`config.mk`:
```
export PLATFORM = sky130hd
export DESIGN_NAME = wb_sequencer
export DESIGN_NICKNAME = d
export VERILOG_FILES = /design/src/rtl/wb_seq_pkg.sv /design/src/rtl/wb_timeout_cnt.sv /design/src/rtl/wb_sequencer.sv
export SDC_FILE = /design/constraint.sdc
export NUM_CORES = 1
export LEC_CHECK = 0
export CAP_MARGIN = 25
export CORE_MARGIN = 5
export CORE_UTILIZATION = 37
export CTS_CLUSTER_DIAMETER = 80
export DETAILED_ROUTE_END_ITERATION = 8
export PLACE_DENSITY = 0.86
export SYNTH_ARGS = -nofsm -noshare
export SYNTH_HDL_FRONTEND = slang
export SYNTH_SLANG_ARGS = --single-unit
```
`constraint.sdc`:
```
create_clock -name clk -period 1.66 [get_ports clk]
set_input_delay 0.332 -clock clk [delete_from_list [all_inputs] [get_ports clk]]
set_output_delay 0.332 -clock clk [all_outputs]
set_load 0.03 [all_outputs]
```
`src/rtl/wb_seq_pkg.sv`:
```
// Shared definitions for the writeback sequencer: source codes, FSM state
// encoding, default timeout and the source-readiness decode.
package wb_seq_pkg;

  localparam logic [2:0] SRC_ULA      = 3'd0;
  localparam logic [2:0] SRC_SIGN_EXT = 3'd1;
  localparam logic [2:0] SRC_SHIFT    = 3'd2;
  localparam logic [2:0] SRC_HI       = 3'd3;
  localparam logic [2:0] SRC_LO       = 3'd4;
  localparam logic [2:0] SRC_SL16     = 3'd5;
  localparam logic [2:0] SRC_LS       = 3'd6;
  localparam logic [2:0] SRC_EXCP     = 3'd7;

  localparam int unsigned WB_TIMEOUT_DEFAULT = 64;

  typedef enum logic [1:0] {
    ST_IDLE     = 2'd0,
    ST_WAIT_SRC = 2'd1,
    ST_WRITE    = 2'd2
  } wb_state_t;

  // Combinational sources are ready at once; the others wait on their unit.
  function automatic logic src_ready(
    input logic [2:0] src,
    input logic       multdiv_done,
    input logic       shift_done,
    input logic       load_valid
  );
    logic rdy;
    case (src)
      SRC_ULA, SRC_SIGN_EXT, SRC_SL16, SRC_EXCP: rdy = 1'b1;
      SRC_SHIFT:                                 rdy = shift_done;
      SRC_HI, SRC_LO:                            rdy = multdiv_done;
      SRC_LS:                                    rdy = load_valid;
      default:                                   rdy = 1'b0;
    endcase
    return rdy;
  endfunction

endpackage

```
`src/rtl/wb_timeout_cnt.sv`:
```
// WAIT_SRC dwell counter for the writeback sequencer. Only instantiated when
// WB_SEQ_TIMEOUT_EN is defined. o_expired is high during the
// TIMEOUT_CYCLES-th consecutive enabled cycle after a clear.
module wb_timeout_cnt #(
  parameter int unsigned TIMEOUT_CYCLES = 64
) (
  input  logic clk,
  input  logic reset_n,
  input  logic i_clear,
  input  logic i_enable,
  output logic o_expired
);

  localparam int unsigned CNT_W = (TIMEOUT_CYCLES > 1) ? $clog2(TIMEOUT_CYCLES) : 1;

  logic [CNT_W-1:0] r_count;
  logic             w_last;

  assign w_last    = (r_count == CNT_W'(TIMEOUT_CYCLES - 1));
  assign o_expired = i_enable && w_last;

  // Clear on entry, count enabled cycles, saturate at the last value.
  always_ff @(posedge clk or negedge reset_n) begin
    if (!reset_n) begin
      r_count <= '0;
    end else if (i_clear) begin
      r_count <= '0;
    end else if (i_enable && !w_last) begin
      r_count <= r_count + 1'b1;
    end
  end

endmodule

```
`src/rtl/wb_sequencer.sv`:
```
// Writeback sequencer: accepts a writeback request, waits for the selected
// source to become ready, then issues a one-cycle register-bank write.
// Optional feature macro: WB_SEQ_TIMEOUT_EN (abandon after TIMEOUT_CYCLES
// cycles in WAIT_SRC and pulse wb_timeout).
module wb_sequencer
  import wb_seq_pkg::*;
#(
  parameter int unsigned TIMEOUT_CYCLES = WB_TIMEOUT_DEFAULT
) (
  input  logic       clk,
  input  logic       reset_n,
  input  logic       wb_req,
  input  logic [2:0] wb_src,
  input  logic [4:0] wb_rd,
  input  logic       multdiv_done,
  input  logic       shift_done,
  input  logic       load_valid,
  input  logic       wb_flush,
  output logic       wb_ack,
  output logic [3:0] MEMtoREG_SELETOR,
  output logic       reg_write,
  output logic [4:0] reg_waddr,
  output logic       wb_busy,
  output logic       wb_done,
  output logic       wb_timeout
);

  if (TIMEOUT_CYCLES == 0) begin : g_bad_timeout
    $error("TIMEOUT_CYCLES must be at least 1");
  end

  wb_state_t  r_state;
  wb_state_t  w_next;
  logic       w_accept;
  logic       w_ready;
  logic [2:0] r_src;
  logic [4:0] r_rd;
  logic       r_reg_write;
  logic       r_done;
  logic       r_busy;

`ifdef WB_SEQ_TIMEOUT_EN
  logic w_in_wait;
  logic w_expired;
  logic w_timeout_fire;
  logic r_timeout;

  assign w_in_wait = (r_state == ST_WAIT_SRC);

  wb_timeout_cnt #(
    .TIMEOUT_CYCLES(TIMEOUT_CYCLES)
  ) u_timeout_cnt (
    .clk      (clk),
    .reset_n  (reset_n),
    .i_clear  (w_accept),
    .i_enable (w_in_wait),
    .o_expired(w_expired)
  );

  // Timeout pulse lands in the first IDLE cycle after the abandoned wait.
  always_ff @(posedge clk or negedge reset_n) begin
    if (!reset_n) begin
      r_timeout <= 1'b0;
    end else begin
      r_timeout <= w_timeout_fire;
    end
  end

  assign wb_timeout = r_timeout;
`else
  assign wb_timeout = 1'b0;
`endif

  assign w_ready = src_ready(r_src, multdiv_done, shift_done, load_valid);
  assign wb_ack  = (r_state == ST_IDLE) && wb_req;

  // Next state: flush beats readiness, readiness beats timeout.
  always_comb begin
    w_next   = r_state;
    w_accept = 1'b0;
`ifdef WB_SEQ_TIMEOUT_EN
    w_timeout_fire = 1'b0;
`endif
    case (r_state)
      ST_IDLE: begin
        if (wb_req) begin
          w_accept = 1'b1;
          w_next   = ST_WAIT_SRC;
        end
      end
      ST_WAIT_SRC: begin
        if (wb_flush) begin
          w_next = ST_IDLE;
        end else if (w_ready) begin
          w_next = ST_WRITE;
`ifdef WB_SEQ_TIMEOUT_EN
        end else if (w_expired) begin
          w_next         = ST_IDLE;
          w_timeout_fire = 1'b1;
`endif
        end
      end
      ST_WRITE: w_next = ST_IDLE;
      default:  w_next = ST_IDLE;
    endcase
  end

  // FSM state register.
  always_ff @(posedge clk or negedge reset_n) begin
    if (!reset_n) begin
      r_state <= ST_IDLE;
    end else begin
      r_state <= w_next;
    end
  end

  // Latch the request on acceptance; register outputs from the next state so
  // they line up with the state they describe.
  always_ff @(posedge clk or negedge reset_n) begin
    if (!reset_n) begin
      r_src       <= '0;
      r_rd        <= '0;
      r_reg_write <= 1'b0;
      r_done      <= 1'b0;
      r_busy      <= 1'b0;
    end else begin
      if (w_accept) begin
        r_src <= wb_src;
        r_rd  <= wb_rd;
      end
      r_reg_write <= (w_next == ST_WRITE) && (r_rd != '0);
      r_done      <= (w_next == ST_WRITE);
      r_busy      <= (w_next != ST_IDLE);
    end
  end

  assign MEMtoREG_SELETOR = {1'b0, r_src};
  assign reg_waddr        = r_rd;
  assign reg_write        = r_reg_write;
  assign wb_done          = r_done;
  assign wb_busy          = r_busy;

endmodule

```
After elaboration in Yosys (flattened, before gate mapping). Cells that the tools add are included.

Reduce and logical (&&, ||, !) cells: 8. Multiplexer cells: 7. Equality and inequality tests: 9.

Operator list (count): $eq A3 B3 Y1 const B (4); $eq A3 B2 Y1 const B (2); $mux W2 (3); $reduce_bool A5 Y1 (1); $pmux W1 S4 (1); $pmux W2 S2 (1); $reduce_or A4 Y1 (1); $eq A3 B1 Y1 const B (1); $logic_not A3 Y1 (1); $eq A2 B1 Y1 const B (1); $eq A2 B2 Y1 const B (1); $logic_and A1 B1 Y1 (2); $logic_not A2 Y1 (1); $mux W1 (2); $reduce_bool A2 Y1 (1); $reduce_or A2 Y1 (1).

Word-level logic and storage cells: 30. Output and inout port bits: 14. Bits in registers: 13.

Longest topological paths before layout.
Depth after elaboration: 8. Gate-level depth with buffers: 4.

Least setup slack after synthesis. OpenSTA, ideal clock, no wires.

Path kind: reg-to-reg. Start: reg r_rd[0] (netlist: reg_waddr[0]). End: reg r_reg_write (netlist: reg_write). Buffers on the path: 0. Data arrival time: 1170 ps. Stages on the path, launching flop included: 4. Setup time: 130 ps. Data required time: 1530 ps. Path slack: 360 ps. Cells stage by stage: dfrtp_1 -> or4_1 -> nor2_1 -> nor4_2.

Longest elaborated chain between the ends: 2.

RTL lines: start, declared (RTL line wb_sequencer.sv:37) `logic [4:0] r_rd;`; start signal, assigned (RTL line wb_sequencer.sv:129) `r_rd <= wb_rd;`; $reduce_bool A5 Y1 (RTL line wb_sequencer.sv:131) `r_reg_write <= (w_next == ST_WRITE) && (r_rd != '0);`; $logic_and A1 B1 Y1 (RTL line wb_sequencer.sv:131); end signal, assigned (RTL line wb_sequencer.sv:131); end, declared (RTL line wb_sequencer.sv:38) `logic r_reg_write;`.

Every way passes these cells. A chain may end at the register's enable or synchronous reset.

Worst setup path in the final report.
Start: reg r_reg_write (netlist: reg_write). End: out reg_write.

RTL lines: end, declared (RTL line wb_sequencer.sv:21) `output logic reg_write,`.

No word-level cell between the ends.

==> results.md <==
Routing:
- The detail-routed via count per cell is 4.73.
- The count of nets left with antenna violations once routing finished came out at 0.
- For this block, the initial DRC count from the detailed router was 0.
- The number of vias in the routed layout is about 420.
- The DRC violations left is 0.
- After detailed routing, the average wire length per cell comes to roughly 14 um.
- For this run, the detailed router's first-pass iteration total came to 1.
- The final layout contains routed wiring with a total length of between 1000 and 1500 um.

STA:
- For the finished layout, the period the worst path requires is 1590 ps.
- The final number of max-transition violations is 0.
- The smallest hold slack is approximately 430 ps.
- The setup-violating endpoint count in the final report is 0.
- The worst path meets setup with 74.4 ps of slack.
- Setup repair after global routing left no endpoint under its margin.
- The slew at the pin closest to its max-slew limit is roughly 580 ps.
- The highest attainable clock frequency is 0.631 GHz.
- In the finished design, the share of the clock period the worst path needs comes to 0.955.
- The worst slew margin relative to its limit is 0.613.
- The number of hold violations in the final report is 0.
- The clock skew after layout is about 3.6 ps.
- Adding up every negative setup slack in the final design gives 0 ps.

Final layout:
- The final cell utilization of the core is 0.605.
- Summing all multi-input logic gate instances after layout gives about 230 sq um.
- In the final layout, flip-flops and latches occupy 325 sq um.
- After the flow finishes, the layout carries non-filler instances totaling 88.
- 0 antenna diodes ended up in the layout.
- The growth of design area from synthesis to finish is 57.5%.
- In the layout the commonest cells are sky130_fd_sc_hd__clkdlybuf4s50_1, sky130_fd_sc_hd__dfrtp_1, sky130_fd_sc_hd__mux2_2.
- At the end of the flow, the number of nets in the layout was 88.
- The filler cell count in the final layout is between 100 and 150.
- Leaving out fill and tap cells, the most frequent cell in the layout is sky130_fd_sc_hd__clkdlybuf4s50_1.
- In the final layout, the share of cells above drive strength 1 is 0.292.

Global routing:
- The wire length of the first global-routing pass is around 2100 um.
- The via count of the first global-routing pass came to approximately 440.
- For this run the aggregate overflow at the end of global routing stands at 0.
- The number of antenna violations at the first check in global routing is 0.
- In the global route stage, overall resource usage came out at 0.112.
- Entering global routing, the biggest net connects 14 pins.

Die:
- The initial utilization of the core area, before any placement, comes to 0.384.
- The floorplan has 14 rows.
- The die covers between 2000 and 2500 sq um.
- The core region is approximately 1500 sq um.
- The height of the chip is 49.1 um.
- In this run the count of I/O pins placed on the die edge is 29.
- The die width is around 50 um.

Placement:
- At the end of routability-driven placement, the weighted congestion stood at approximately 0.70.
- Timing analysis after detailed placement gives a worst setup slack of 37.5 ps.
- The quantity of I/O buffers inserted on ports is 26.
- Summed over all nets, the half-perimeter wirelength after detailed placement is a little under 1000 um.
- Counting tap cells, the placed design contains a total of 84 instances.

Critical path:
- The category of the worst setup path launch point is a flop.
- The setup check on the worst reg-to-reg path leaves a slack of between 400 and 500 ps.
- In this run the critical register-to-register path is captured at reg_write.
- Together, buffers and inverters on the worst path number 1.
- In this run the critical register-to-register path is launched from r_src[1].
- The kind of cell adding the most delay to the critical path is buffers and inverters.
- The critical path data arrival time is 1250 ps.
- The number of cells on the worst reg-to-reg path is 5.
- The delay of the slowest cell on the worst path is 660 ps.
- The maximum fanout along the worst path is 1.
- The class of the most critical setup path is flop to primary output.
- Traced cell by cell, the critical path runs through clkdlybuf4s50_1.
- The slowest stage of the critical path belongs to the cell sky130_fd_sc_hd__clkdlybuf4s50_1.
- STA puts the critical path data required time at about 1300 ps.
- The type of destination of the critical path is a primary output.

Synth:
- The compound-cell area share of the yosys netlist is 0.0553.
- Of the total synthesized cell area, the portion taken by full adders, half adders and majority gates is 0.
- Each instance of the synthesized netlist takes up on average 13.8 sq um.
- For this run, the number of Yosys warnings is 0.
- Of the post-synthesis cell area, the part taken by muxes is 0.177.
- Of the total synthesized cell area, the portion taken by XOR and XNOR cells is 0.
- The post-synthesis instance area is 566 sq um.
- The unique cell type count in the Yosys netlist is 18.
- After synthesis, the largest family of logic cells by area is multiplexers.
- The number of storage elements in the synthesis netlist is 13.
- After technology mapping, the gate count stands at between 40 and 50.
- Of the total synthesized cell area, the portion taken by AND, OR, NAND and NOR gates is 0.159.
- The part of the Yosys area used for sequential elements is 0.575.

Clock tree:
- CTS saw 13 sinks.
- The clock insertion delay at the later pin of the skew report is 260 ps.
- After clock tree synthesis, the clock-pin slew on the worst setup and hold paths is around 80 ps.
- The CTS H-tree depth is 1.
- The number of clock buffers added by TritonCTS is 3.
- The CTS tree is done.
- The largest buffer count on any clock path is 2.
- Clock tree synthesis selected as its root buffer the cell sky130_fd_sc_hd__clkbuf_4.
- For this design, the CTS-stage hold fixing added 0 buffers.
- Post-CTS timing repair inserted 0 buffers for setup.

Job:
- The count of maximum capacitance violations is 0.

Pwr:
- The leakage power of the design is about 0.00042 uW.
- The total power density per cell area is approximately 1600 nW/um^2.
- Across the VDD grid, the largest voltage drop is ~0.66 mV.

Outcome:
- The flow ran to the end, and the final reports show no timing, DRC or antenna violations.

Hold path:
- The worst hold path belongs to the class input port to async pin.
[where the power goes]
part | switching (uW) | internal, uW | total [uW]
clock network | 96.3 | 92.8 | 189
registers | 91.4 | 433 | 525
logic | 398 | 344 | 742
[how the worst max path moves through the flow]
stage / start / to / slack [ps] / depth (start not counted)
after floorplan: reg_waddr[0] / reg_write / 360 / 3
after global placement: wb_req / r_src[1] / 70 / 5
after detailed placement: wb_req / reg_waddr[4] / 40 / 5
after CTS: reg_waddr[2] / reg_waddr[2] / 5 / 1
after global routing: reg_write / reg_write / 2 / 1
final: reg_write / reg_write / 70 / 1
[Yosys cell counts (all sizes together)]
| cell type | instances | area (sq um) |
|---|---|---|
| a21o | 1 | 8.76 |
| buf | 2 | 15.0 |
| nor2 | 4 | 22.5 |
| nand3 | 1 | 5.00 |
| or4 | 1 | 7.51 |
| nand2b | 2 | 20.0 |
| a21oi | 2 | 13.8 |
| nor3 | 2 | 10.0 |
| o21ai | 1 | 8.76 |
| mux2i | 1 | 10.0 |
| conb | 1 | 3.75 |
| mux2 | 8 | 90.1 |
| dfrtp | 13 | 325 |
| nor4 | 1 | 12.5 |
| nor3b | 1 | 12.5 |
[registers in the layout, summed over array words and instances, names as in the netlist]
register	flops
r_state	2
reg_waddr	5
wb_done	1
reg_write	1
wb_busy	1
r_src	3
[cell families after synthesis]
logic type | Yosys count
other | 1
DFF | 13
buffers and inverters | 2
and+or+nand+nor | 12
muxes | 9
AOI/OAI and AO/OA | 4
[what timing repair did]
item                       4_1_cts  5_1_grt
hold endpoints to repair         0        0
setup endpoints to repair        4        4
gates resized for setup          4        4
[layout make-up]
class / count / area share
Sequential cell: 13 / 0.365
Tap cell: 16 / 0.0225
Multi-Input combinational cell: 27 / 0.257
Clock buffer: 4 / 0.0295
Timing Repair Buffer: 28 / 0.326
[routing by layer]
metal,part of all wire,vias up,track usage
met5,0,-,0
met4,0,0,0.0269
met3,0.089,0,0.0550
met2,0.49,15,0.180
met1,0.42,198,0.131
li1,-,203,-
[metrics by stage]
| step | power [uW] | instance area [sq um] |
|---|---|---|
| 5_1_grt | 1560 | 891 |
| 3_3_place_gp | 1300 | 860 |
| 6_report | 1460 | 891 |
| 3_5_place_dp | 1320 | 860 |
| 2_1_floorplan | 970 | 569 |
| 4_1_cts | 1490 | 881 |
Note: power is estimated with default switching activity, not from simulation.
